File: config.mk
export PLATFORM = sky130hd
export DESIGN_NAME = tt_mux_sel_ctrl
export DESIGN_NICKNAME = d
export VERILOG_FILES = /design/src/rtl/tt_mux_sel_ctrl.sv
export SDC_FILE = /design/constraint.sdc
export NUM_CORES = 1
export LEC_CHECK = 0
export CORE_MARGIN = 2
export CORE_UTILIZATION = 51
export CTS_CLUSTER_DIAMETER = 60
export CTS_CLUSTER_SIZE = 30
export DETAILED_ROUTE_END_ITERATION = 12
export PLACE_DENSITY = 0.74
export SLEW_MARGIN = 0
export SYNTH_ARGS = -nofsm -noshare
export SYNTH_HDL_FRONTEND = slang
export SYNTH_SLANG_ARGS = --single-unit
export TNS_END_PERCENT = 50
File: constraint.sdc
create_clock -name clk -period 4.35 [get_ports clk]
set_clock_uncertainty 0.1 [all_clocks]
set_input_delay 0.87 -clock clk [delete_from_list [all_inputs] [get_ports clk]]
set_output_delay 0.87 -clock clk [all_outputs]
set_load 0.05 [all_outputs]
File: src/rtl/tt_mux_sel_ctrl.sv
// Spine select/enable controller: synchronised pad strobes drive a registered select
// address and an enable that is dropped before any address change. Optional direct load: TT_SEL_DIRECT_LOAD_EN.
module tt_mux_sel_ctrl #(
  parameter int SEL_W         = 10,
  parameter int SYNC_STAGES   = 2,
  parameter int SETTLE_CYCLES = 4
) (
  input  logic             clk,
  input  logic             rst_n,
  input  logic             ctrl_sel_rst_n,
  input  logic             ctrl_sel_inc,
  input  logic             ctrl_ena,
`ifdef TT_SEL_DIRECT_LOAD_EN
  input  logic             sel_load,
  input  logic [SEL_W-1:0] sel_data,
`endif
  output logic [SEL_W-1:0] spine_sel,
  output logic             spine_ena,
  output logic             busy
);

  localparam int CNT_W = $clog2(SETTLE_CYCLES + 2);

  typedef enum logic [1:0] {DIS, SETTLE, ACT} state_e;
  // Encoding order is the request priority: clear > load > increment.
  typedef enum logic [1:0] {RQ_NONE, RQ_INC, RQ_LOAD, RQ_CLR} req_e;

  logic [SYNC_STAGES-1:0] r_rst_sync, r_inc_sync, r_ena_sync;
  logic                   r_inc_d;
  state_e                 r_state;
  req_e                   r_pend;
  logic [SEL_W-1:0]       r_pend_data;
  logic [CNT_W-1:0]       r_cnt;

  logic             w_sel_rst_s, w_inc_s, w_ena_s, w_inc_pulse, w_load;
  logic [SEL_W-1:0] w_load_data, w_apply_data, w_sel_nxt;
  req_e             w_req, w_apply;

  always_ff @(posedge clk) begin
    if (!rst_n) begin
      r_rst_sync <= '0;
      r_inc_sync <= '0;
      r_ena_sync <= '0;
      r_inc_d    <= 1'b0;
    end else begin
      r_rst_sync <= {r_rst_sync[SYNC_STAGES-2:0], ctrl_sel_rst_n};
      r_inc_sync <= {r_inc_sync[SYNC_STAGES-2:0], ctrl_sel_inc};
      r_ena_sync <= {r_ena_sync[SYNC_STAGES-2:0], ctrl_ena};
      r_inc_d    <= w_inc_s;
    end
  end

  assign w_sel_rst_s = r_rst_sync[SYNC_STAGES-1];
  assign w_inc_s     = r_inc_sync[SYNC_STAGES-1];
  assign w_ena_s     = r_ena_sync[SYNC_STAGES-1];
  assign w_inc_pulse = w_inc_s & ~r_inc_d;

`ifdef TT_SEL_DIRECT_LOAD_EN
  assign w_load      = sel_load;
  assign w_load_data = sel_data;
`else
  assign w_load      = 1'b0;
  assign w_load_data = '0;
`endif

  always_comb begin
    w_req = RQ_NONE;
    if (!w_sel_rst_s)     w_req = RQ_CLR;
    else if (w_load)      w_req = RQ_LOAD;
    else if (w_inc_pulse) w_req = RQ_INC;
  end

  // A deferred request merges with one arriving on its apply edge; the higher priority wins.
  always_comb begin
    w_apply      = w_req;
    w_apply_data = w_load_data;
    if (r_pend > w_req) begin
      w_apply      = r_pend;
      w_apply_data = r_pend_data;
    end
  end

  always_comb begin
    w_sel_nxt = spine_sel;
    case (w_apply)
      RQ_CLR:  w_sel_nxt = '0;
      RQ_LOAD: w_sel_nxt = w_apply_data;
      RQ_INC:  w_sel_nxt = spine_sel + SEL_W'(1);
      default: w_sel_nxt = spine_sel;
    endcase
  end

  always_ff @(posedge clk) begin
    if (!rst_n) begin
      r_state     <= DIS;
      r_pend      <= RQ_NONE;
      r_pend_data <= '0;
      r_cnt       <= '0;
      spine_sel   <= '0;
      spine_ena   <= 1'b0;
    end else begin
      case (r_state)
        DIS: begin
          if (w_apply != RQ_NONE) begin
            spine_sel <= w_sel_nxt;
            r_pend    <= RQ_NONE;
          end else if (w_ena_s) begin
            if (SETTLE_CYCLES == 0) begin
              r_state   <= ACT;
              spine_ena <= 1'b1;
            end else begin
              r_state <= SETTLE;
              r_cnt   <= CNT_W'(SETTLE_CYCLES);
            end
          end
        end
        SETTLE: begin
          if (w_req != RQ_NONE) begin
            r_state     <= DIS;
            r_pend      <= w_req;
            r_pend_data <= w_load_data;
          end else if (!w_ena_s) begin
            r_state <= DIS;
          end else if (r_cnt == CNT_W'(1)) begin
            r_state   <= ACT;
            spine_ena <= 1'b1;
          end else begin
            r_cnt <= r_cnt - CNT_W'(1);
          end
        end
        ACT: begin
          if (w_req != RQ_NONE) begin
            r_state     <= DIS;
            spine_ena   <= 1'b0;
            r_pend      <= w_req;
            r_pend_data <= w_load_data;
          end else if (!w_ena_s) begin
            r_state   <= DIS;
            spine_ena <= 1'b0;
          end
        end
        default: begin
          r_state   <= DIS;
          spine_ena <= 1'b0;
        end
      endcase
    end
  end

  assign busy = (r_state == SETTLE) || (r_pend != RQ_NONE);

endmodule

==> results of run 1 <==
==> flip-flops by register name, summed over array words and instances, names as in the netlist <==
name,count
r_inc_sync,2
r_inc_d,1
r_pend,2
r_rst_sync,2
r_cnt,3
spine_ena,1
r_state,2
spine_sel,10
r_ena_sync,2
==> logic make-up (layout without fill, tap and decap cells) <==
| logic type | Yosys count | in the layout |
|---|---|---|
| AOI/OAI and AO/OA | 46 | 46 |
| adders and majority gates | 10 | 10 |
| buffers and inverters | 16 | 31 |
| DFF | 25 | 25 |
| and+or+nand+nor | 66 | 66 |
==> routing by layer <==
metal / track usage (%) / vias up / wire, um
li1: - / 630 / -
met2: 34.4 / 56 / 1460
met3: 3.26 / 12 / 198
met4: 7.82 / 0 / 72
met5: 0 / - / 0
met1: 27.9 / 606 / 1420
==> final timing paths <==
| path | from | cells after the start | to |
|---|---|---|---|
| max reg2reg | r_inc_d$_SDFF_PN0_ | 8 | r_cnt[0]$_SDFFE_PN0P_ |
| max | r_state[1]$_SDFFE_PN0P_ | 5 | busy |
| min | r_rst_sync[0]$_SDFF_PN0_ | 1 | r_rst_sync[1]$_SDFF_PN0_ |
| min reg2reg | r_rst_sync[0]$_SDFF_PN0_ | 1 | r_rst_sync[1]$_SDFF_PN0_ |
==> metrics by stage <==
| stage | total power, mW | worst slack (ns) | cells | hold WS, ns |
|---|---|---|---|---|
| 3_3_place_gp | 0.262 | 1.68 | 204 | 0.317 |
| 5_1_grt | 0.376 | 1.23 | 208 | 0.368 |
| 2_1_floorplan | 0.254 | 2.08 | 163 | 0.312 |
| 4_1_cts | 0.369 | 1.31 | 208 | 0.361 |
| 6_report | 0.365 | 1.30 | 208 | 0.357 |
| 3_5_place_dp | 0.262 | 1.63 | 204 | 0.327 |
==> layout by cell type (no fill, tap or decap), types with 2 or more instances in the layout <==
cell,count
dfxtp_1,25
clkdlybuf4s50_1,16
a21oi_1,15
nand2_1,13
inv_1,11
and2_1,11
o21ai_0,11
ha_1,10
or3_1,7
nor2_1,6
nand4_1,6
nand2b_1,5
nand3_1,5
or4_1,5
clkbuf_4,3
o2111ai_1,2
nor3_1,2
o211ai_1,2
==> layout make-up <==
| cell class | instances | area (um^2) | share of cell area (%) |
|---|---|---|---|
| Clock inverter | 1 | 5.00 | 0.317 |
| Clock buffer | 3 | 22.5 | 1.43 |
| Tap cell | 30 | 37.5 | 2.38 |
| Inverter | 11 | 41.3 | 2.62 |
| Sequential cell | 25 | 500 | 31.7 |
| Timing Repair Buffer | 16 | 160 | 10.2 |
| Multi-Input combinational cell | 122 | 811 | 51.4 |
==> power by group <==
| group | internal, mW | leakage (nW) | switching, mW |
|---|---|---|---|
| sequential | 0.232 | 0.203 | 0.00238 |
| clock | 0.0345 | 0.0177 | 0.0723 |
| combinational | 0.00943 | 0.329 | 0.0140 |
==> flow_summary.yaml, run 1 <==
run_status:
  status: "finished, final reports clean"
synth:
  synth_top_family_by_area: "simple AND/OR/NAND/NOR gates"
  synth.most_common_cell: "dfxtp_1"
  postSynthCellCount: 163
  ys_seq_elements: 25
  synth_top_area_share_pct: 36.4
  synth.area.top_cells: "dfxtp_1 (36%), ha_1 (9.1%), a21oi_1 (5.5%), and2_1 (5.0%), o21ai_0 (4.0%)"
  synth_top_area_cell: "dfxtp_1"
  synthXorXnorAreaFrac_pct: 0
  synth-adder-area-share_pct: 9.10
  synth_edf_count: 0
  syn_nets: 178
  synth_seq_area_share_pct: 36.4
  ys_types: 40
  yosys-top-cells-count: "dfxtp_1 (25), a21oi_1 (15), nand2_1 (13)"
  async_flop_share_pct: 0
  yosys_warnings: 0
  synth_compound_area_share_pct: 22.7
  ys.flop_type: "dfxtp_1"
  synthSimpleGateAreaFrac_pct: 27.1
  synth.area.mux_share_pct: 0
  synth_area_um2: 1380
  synth_area_per_cell_um2: 8.44
detailed_routing:
  ant_nets: 0
  drtIter0Drc: 55
  routed_via_density: 6.27
  drt_wl_total_mm: 3.16
  wl_per_cell_um: 15.2
  remaining_drc_errors: 0
  via_count: 1304
  drt_pre_antenna_iters: 4
floorplan:
  core-area_um2: 2520
  row_count: 18
  ioPinCount: 17
  die_x_um: 55.9
  dieArea_um2: 3130
  start_util_pct: 54.5
  die_h_um: 55.9
sta:
  slew_viol_final: 0
  grt_setup_unrepaired: "no"
  finalHoldViolCount: 0
  max_freq_mhz: 328
  relSlewSlack_pct: 57.0
  tns_ns: 0
  min_period_ns: 3.05
  setup_viol: 0
  finalCritPeriodShare_pct: 70.2
  tightest_slew_ns: 0.645
clock_tree:
  post_cts_resize_count: 0
  hold_buffers: 0
  htreeDepth: 1
  cts_tree: "yes"
  worst_skew_pair.late_latency_ns: 0.33
  cts_setup_buffers: 0
  cts_buffer_depth: 2
  cts-buffers-inserted: 3
  clk_pin_slew_ns: 0.14
  root_buffer: "clkbuf_4"
  clock_sinks: 25
power:
  ir_worst_vdd_uv: 201
  power-per-cell-area_nw_per_um2: 231
  leakage_nw: 0.549
layout:
  design_area_um2: 1580
  num_antenna_cells: 0
  syn_to_final_growth_pct: 14.7
  fill_cells: 229
  finalCoreUtilization_pct: 62.5
  finalNetCount: 194
  drive_above_1_share_pct: 5.06
global_route:
  grt_pass1_vias: 1205
  antenna_found_initial: 0
  grt_pass1_wl_mm: 5.31
  grt.total_usage_pct: 21.0
  grt_max_degree: 20
  grt.overflow.total: 0
critical_path:
  crit_path_cell_trace: "inv_1, ha_1, inv_1, nand3_1, clkdlybuf4s50_1"
  crit_fanout: 7
  slowest_stage: "clkdlybuf4s50_1"
  arrival_ns: 2.08
  r2r_slack_ns: 1.69
  required_ns: 3.38
  worst_path_most_repeated_cell: "inv_1"
  worstSetupStartpointType: "flip-flop"
  crit_family: "buffers and inverters"
  crit_type: "reg -> out"
  endpoint_kind: "output pin"
  max_stage_delay_ns: 0.80
  critPathBufInv: 3
place:
  placed_area_um2: 1550
  place_congestion: 0.877
  port_buffers: 16
  hpwl_mm: 2.28
min_path:
  min_path_type: "reg -> reg"
run:
  cap_violations: 0
Note: power is estimated with default switching activity, not from simulation.
==> run 2: changes to the inputs <==
- clock period: 4.35 -> 3.1 ns (I/O delays scaled with it)
==> run 2 against run 1 <==
  * Clock power is 40% higher
  * Die area stayed put
  * Final area is 0.63% higher
  * Sequential power is 40% higher
  * Flip-flop and latch count stayed put
  * Setup slack worse by 1.0 ns
  * Core utilization is 0.40 points higher
  * Final cell count is 0.48% higher
  * Routed wire length is 3.4% lower
  * Sequential share of layout area is 0.20 points lower
  * Via count is 0.84% lower
  * First-iteration DRC count is 11% lower
  * Largest power group unchanged
==> flow_summary.yaml, run 2 (synthesis results as in run 1) <==
sta:
  relSlewSlack_pct: 58.9
  grt_setup_unrepaired: "no"
  tightest_slew_ns: 0.616
  setup_viol: 0
  finalCritPeriodShare_pct: 91.0
  slew_viol_final: 0
  max_freq_mhz: 355
  hold_ws_ns: 0.359
  min_period_ns: 2.82
  tns_ns: 0
  finalHoldViolCount: 0
detailed_routing:
  ant_nets: 0
  drt_wl_total_mm: 3.05
  via_count: 1293
  drt_pre_antenna_iters: 4
  drtIter0Drc: 49
  remaining_drc_errors: 0
  wl_per_cell_um: 14.6
  routed_via_density: 6.19
critical_path:
  crit_fanout: 7
  r2r_slack_ns: 0.58
  worstSetupStartpointType: "flip-flop"
  required_ns: 2.38
  arrival_ns: 2.10
  endpoint_kind: "output pin"
  crit_type: "reg -> out"
place:
  port_buffers: 16
  placed_area_um2: 1560
  hpwl_mm: 2.30
  place_congestion: 0.931
global_route:
  met2_usage_pct: 34.2
  antenna_found_initial: 0
  grt_pass1_wl_mm: 5.26
  gr-usage-met1_pct: 25.8
  grt.total_usage_pct: 20.8
  use_met3_pct: 5.35
  grt.overflow.total: 0
  grt_pass1_vias: 1242
  grt_busiest_layer: "met2"
  grt_max_degree: 20
layout:
  mostFrequentLayoutCells: "dfxtp_1 (25), clkdlybuf4s50_1 (16), a21oi_1 (15)"
  num_antenna_cells: 0
  multiInputGateArea_um2: 811
  final_common_cell: "dfxtp_1"
  reg.largest.list: "spine_sel (10), r_cnt (3)"
  design_area_um2: 1590
  fill_cells: 238
  finalNetCount: 195
  syn_to_final_growth_pct: 15.5
  largest_reg_flops: 10
  finalCoreUtilization_pct: 62.9
  ff_latch_area_um2: 500
  regMostFlops: "spine_sel"
  drive_above_1_share_pct: 5.59
power:
  p_sw_share_pct: 24.1
  clkPwrFrac_pct: 29.3
  leakage_nw: 0.550
  power-per-cell-area_nw_per_um2: 323
  seqPwrFrac_pct: 64.2
  power.share.combinational_pct: 6.5
  power_switching_mw: 0.124
  ir_worst_vdd_uv: 339
  p_int_mw: 0.389
run_status:
  status: "finished, final reports clean"
run:
  cap_violations: 0
floorplan:
  dieArea_um2: 3130
  start_util_pct: 54.5
  row_count: 18
  die_x_um: 55.9
  ioPinCount: 17
  core-area_um2: 2520
  die_h_um: 55.9
min_path:
  min_path_type: "reg -> reg"
clock_tree:
  clock_sinks: 25
  cts_tree: "yes"
  cts-buffers-inserted: 3
  hold_buffers: 0
  cts_buffer_depth: 2
  post_cts_resize_count: 0
  htreeDepth: 1
  worst_skew_pair.late_latency_ns: 0.32
  clk_pin_slew_ns: 0.14
  cts_setup_buffers: 0
  root_buffer: "clkbuf_4"
-- run 2: cell count changes in the layout (fill, tap and decap cells not counted), sizes merged --
cell	previous run	this run
buf	0	1
clkinv	1	0
clkinvlp	0	1
-- run 2: per-layer routing --
layer,part of all wire (%),vias up
met4,2.3,0
li1,-,631
met1,43,584
met5,0,-
met2,47,66
met3,7.1,12
-- run 2: critical path, stage by stage, from the launching register on --
cell	delay [ns]
dfxtp_1	0.37
inv_1	0.09
ha_1	0.31
inv_1	0.11
nand3_1	0.10
clkdlybuf4s50_1	0.80
-- run 2: stage by stage --
stage / instances / power [mW] / setup slack, ns
2_1_floorplan: 163 / 0.356 / 0.830
3_3_place_gp: 205 / 0.368 / 0.680
6_report: 209 / 0.513 / 0.280
3_5_place_dp: 205 / 0.369 / 0.642
4_1_cts: 209 / 0.519 / 0.299
5_1_grt: 209 / 0.538 / 0.161
-- run 2: cell type report --
type | instances | area share, %
Tap cell | 30 | 2.36
Sequential cell | 25 | 31.5
Timing Repair Buffer | 17 | 10.6
Multi-Input combinational cell | 122 | 51.1
Clock inverter | 1 | 0.473
Clock buffer | 3 | 1.42
Inverter | 11 | 2.60
-- run 2: power groups by stage --
stage	logic, mW	clock network, mW	registers, mW
2_1_floorplan	0.0192	0	0.337
3_5_place_dp	0.0327	0	0.337
4_1_cts	0.0329	0.157	0.330
5_1_grt	0.0364	0.171	0.330
3_3_place_gp	0.0319	0	0.336
6_report	0.0334	0.150	0.330
-- run 2: worst paths after layout --
kind | startpoint | to | cells past startpoint
setup / recovery | r_state[1]$_SDFFE_PN0P_ | busy | 5
hold / removal | r_inc_sync[0]$_SDFF_PN0_ | r_inc_sync[1]$_SDFF_PN0_ | 1
setup reg to reg | r_inc_d$_SDFF_PN0_ | spine_sel[8]$_SDFFE_PN0P_ | 8
hold reg to reg | r_inc_sync[0]$_SDFF_PN0_ | r_inc_sync[1]$_SDFF_PN0_ | 1
==> run 3: changes to the inputs <==
- CAP_MARGIN: unset -> 5
- CELL_PAD_IN_SITES_DETAIL_PLACEMENT: unset -> 0
- CELL_PAD_IN_SITES_GLOBAL_PLACEMENT: unset -> 1
- CORE_UTILIZATION: 51 -> 41
- PLACE_DENSITY: 0.74 -> unset
- PLACE_DENSITY_LB_ADDON: unset -> 0.1
==> run 3 against run 2 <==
  * Final area increased by 1.7%
  * Clock power up 5%
  * Global-route usage is 2.8 points lower
  * Setup slack better by 0.0089 ns
  * Sequential power about the same
  * Largest power group unchanged
  * Highest routed layer unchanged
  * Maximum frequency increased by 0.32%
  * Die area is 23% higher
  * Via count is 1.8% lower
  * Count of clock-buffer cells in the layout unchanged
  * Largest cell class unchanged
==> flow_summary.yaml, run 3 (synthesis results as in run 1) <==
place:
  place_congestion: 0.811
  placed_area_um2: 1590
  place_inst: 222
  hpwl_mm: 2.36
  port_buffers: 16
sta:
  finalCritPeriodShare_pct: 90.7
  max_freq_mhz: 356
  grt_setup_unrepaired: "no"
  slew_viol_final: 0
  tns_ns: 0
  relSlewSlack_pct: 56.6
  finalHoldViolCount: 0
  tightest_slew_ns: 0.651
  min_period_ns: 2.81
  setup_viol: 0
clock_tree:
  root_buffer: "clkbuf_4"
  cts_tree: "yes"
  cts_buffer_depth: 2
  worst_skew_pair.late_latency_ns: 0.33
  htreeDepth: 1
  clock_sinks: 25
  hold_buffers: 0
  post_cts_resize_count: 0
  clk_pin_slew_ns: 0.15
  cts_setup_buffers: 0
  cts-buffers-inserted: 3
layout:
  final_cells: 226
  syn_to_final_growth_pct: 17.5
  final_common_cell: "dfxtp_1"
  num_antenna_cells: 0
  design_area_um2: 1620
  largest_reg_flops: 10
  mostFrequentLayoutCells: "dfxtp_1 (25), clkdlybuf4s50_1 (16), a21oi_1 (15)"
  drive_above_1_share_pct: 6.11
  finalNetCount: 196
  reg.largest.list: "spine_sel (10), r_cnt (3)"
  regMostFlops: "spine_sel"
critical_path:
  required_ns: 2.38
  crit_path_cell_trace: "inv_1, ha_1, inv_1, nand3_1, clkdlybuf4s50_1"
  slowest_stage: "clkdlybuf4s50_1"
  r2r_start: "r_inc_d$_SDFF_PN0_"
  arrival_ns: 2.09
  endpoint_kind: "output pin"
  r2r_slack_ns: 0.54
  critPathBufInv: 3
  r2r_cells: 8
  timing.rr.end: "r_cnt[0]$_SDFFE_PN0P_"
  crit_type: "reg -> out"
  crit_family: "buffers and inverters"
  worstSetupStartpointType: "flip-flop"
  crit_fanout: 7
  worst_path_most_repeated_cell: "inv_1"
  max_stage_delay_ns: 0.81
run_status:
  status: "finished, final reports clean"
power:
  power-per-cell-area_nw_per_um2: 322
  p_int_mw: 0.390
  seqPwrFrac_pct: 63.3
  power.share.combinational_pct: 6.5
  p_sw_share_pct: 25.1
  leakage_nw: 0.555
  power_switching_mw: 0.131
  ir_worst_vdd_uv: 172
  clkPwrFrac_pct: 30.2
floorplan:
  dieArea_um2: 3830
  die_x_um: 61.9
  ioPinCount: 17
  core-area_um2: 3280
  start_util_pct: 41.9
  row_count: 21
  die_h_um: 61.9
detailed_routing:
  drt_pre_antenna_iters: 4
  via_count: 1270
  routed_via_density: 5.62
  drt_wl_total_mm: 3.08
  drtIter0Drc: 86
  wl_per_cell_um: 13.6
  remaining_drc_errors: 0
  ant_nets: 0
min_path:
  hold_path_depth: 1
  min_path_type: "reg -> reg"
  holdPathEnd: "r_ena_sync[1]$_SDFF_PN0_"
  hold_path.startpoint: "r_ena_sync[0]$_SDFF_PN0_"
global_route:
  grt_max_degree: 20
  grt_pass1_wl_mm: 5.14
  grt.total_usage_pct: 18.0
  antenna_found_initial: 0
  grt_pass1_vias: 1139
  grt.overflow.total: 0
run:
  cap_violations: 0
-- run 3: cell count changes in the layout (fill, tap and decap cells not counted) --
| cell | delta |
|---|---|
| buf_4 | +1 |
-- run 3: power groups by stage --
| stage | Clock [mW] | Combinational, mW | Sequential (mW) |
|---|---|---|---|
| 3_5_place_dp | 0 | 0.0337 | 0.336 |
| 3_3_place_gp | 0 | 0.0328 | 0.336 |
| 2_1_floorplan | 0 | 0.0192 | 0.337 |
| 4_1_cts | 0.165 | 0.0339 | 0.329 |
| 5_1_grt | 0.178 | 0.0374 | 0.330 |
| 6_report | 0.157 | 0.0339 | 0.329 |
-- run 3: metrics by stage --
| stage | power (mW) | hold WS, ns | setup WS [ns] | utilization (%) |
|---|---|---|---|---|
| after floorplan | 0.356 | 0.312 | 0.830 | - |
| after global placement | 0.369 | 0.315 | 0.668 | 48.3 |
| after detailed placement | 0.370 | 0.321 | 0.562 | 48.3 |
| after CTS | 0.529 | 0.357 | 0.285 | 49.2 |
| after global routing | 0.546 | 0.378 | 0.141 | 49.2 |
| final | 0.520 | 0.353 | 0.289 | 49.2 |
-- run 3: how the worst max path moves through the flow --
stage                       startpoint                     to  slack, ns  cells past startpoint
2_1_floorplan       r_inc_d$_SDFF_PN0_  r_cnt[0]$_SDFFE_PN0P_       0.83                      9
3_3_place_gp        r_inc_d$_SDFF_PN0_  r_cnt[0]$_SDFFE_PN0P_       0.67                      8
3_5_place_dp        r_inc_d$_SDFF_PN0_  r_cnt[0]$_SDFFE_PN0P_       0.56                      8
4_1_cts        r_state[1]$_SDFFE_PN0P_                   busy       0.29                      5
5_1_grt        r_state[1]$_SDFFE_PN0P_                   busy       0.14                      5
6_report       r_state[1]$_SDFFE_PN0P_                   busy       0.29                      5
-- run 3: layout make-up --
| class | count | area [um^2] |
|---|---|---|
| flip-flops and latches | 25 | 500 |
| clock buffers | 3 | 22.5 |
| well taps | 46 | 57.6 |
| fillers | 315 | 1670 |
| multi-input cells | 122 | 811 |
| repair buffers | 18 | 175 |
| inverters | 11 | 41.3 |
| clock inverters | 1 | 7.51 |
-- run 3: metal layers --
layer / GRT usage [%] / up-vias / wire length, um
met3: 2.48 / 6 / 111
met4: 6.38 / 0 / 50
met1: 23.7 / 605 / 1440
li1: - / 634 / -
met2: 30.1 / 25 / 1470
met5: 0 / - / 0
-- run 3: worst reg2reg max path, cell delays in order, from the launching register on --
cell      delay [ns]
dfxtp_1         0.33
nand2b_1        0.32
nand2_1         0.13
ha_1            0.23
o21ba_1         0.24
or4_4           0.53
a311oi_2        0.35
and2_1          0.18
a211oi_1        0.05
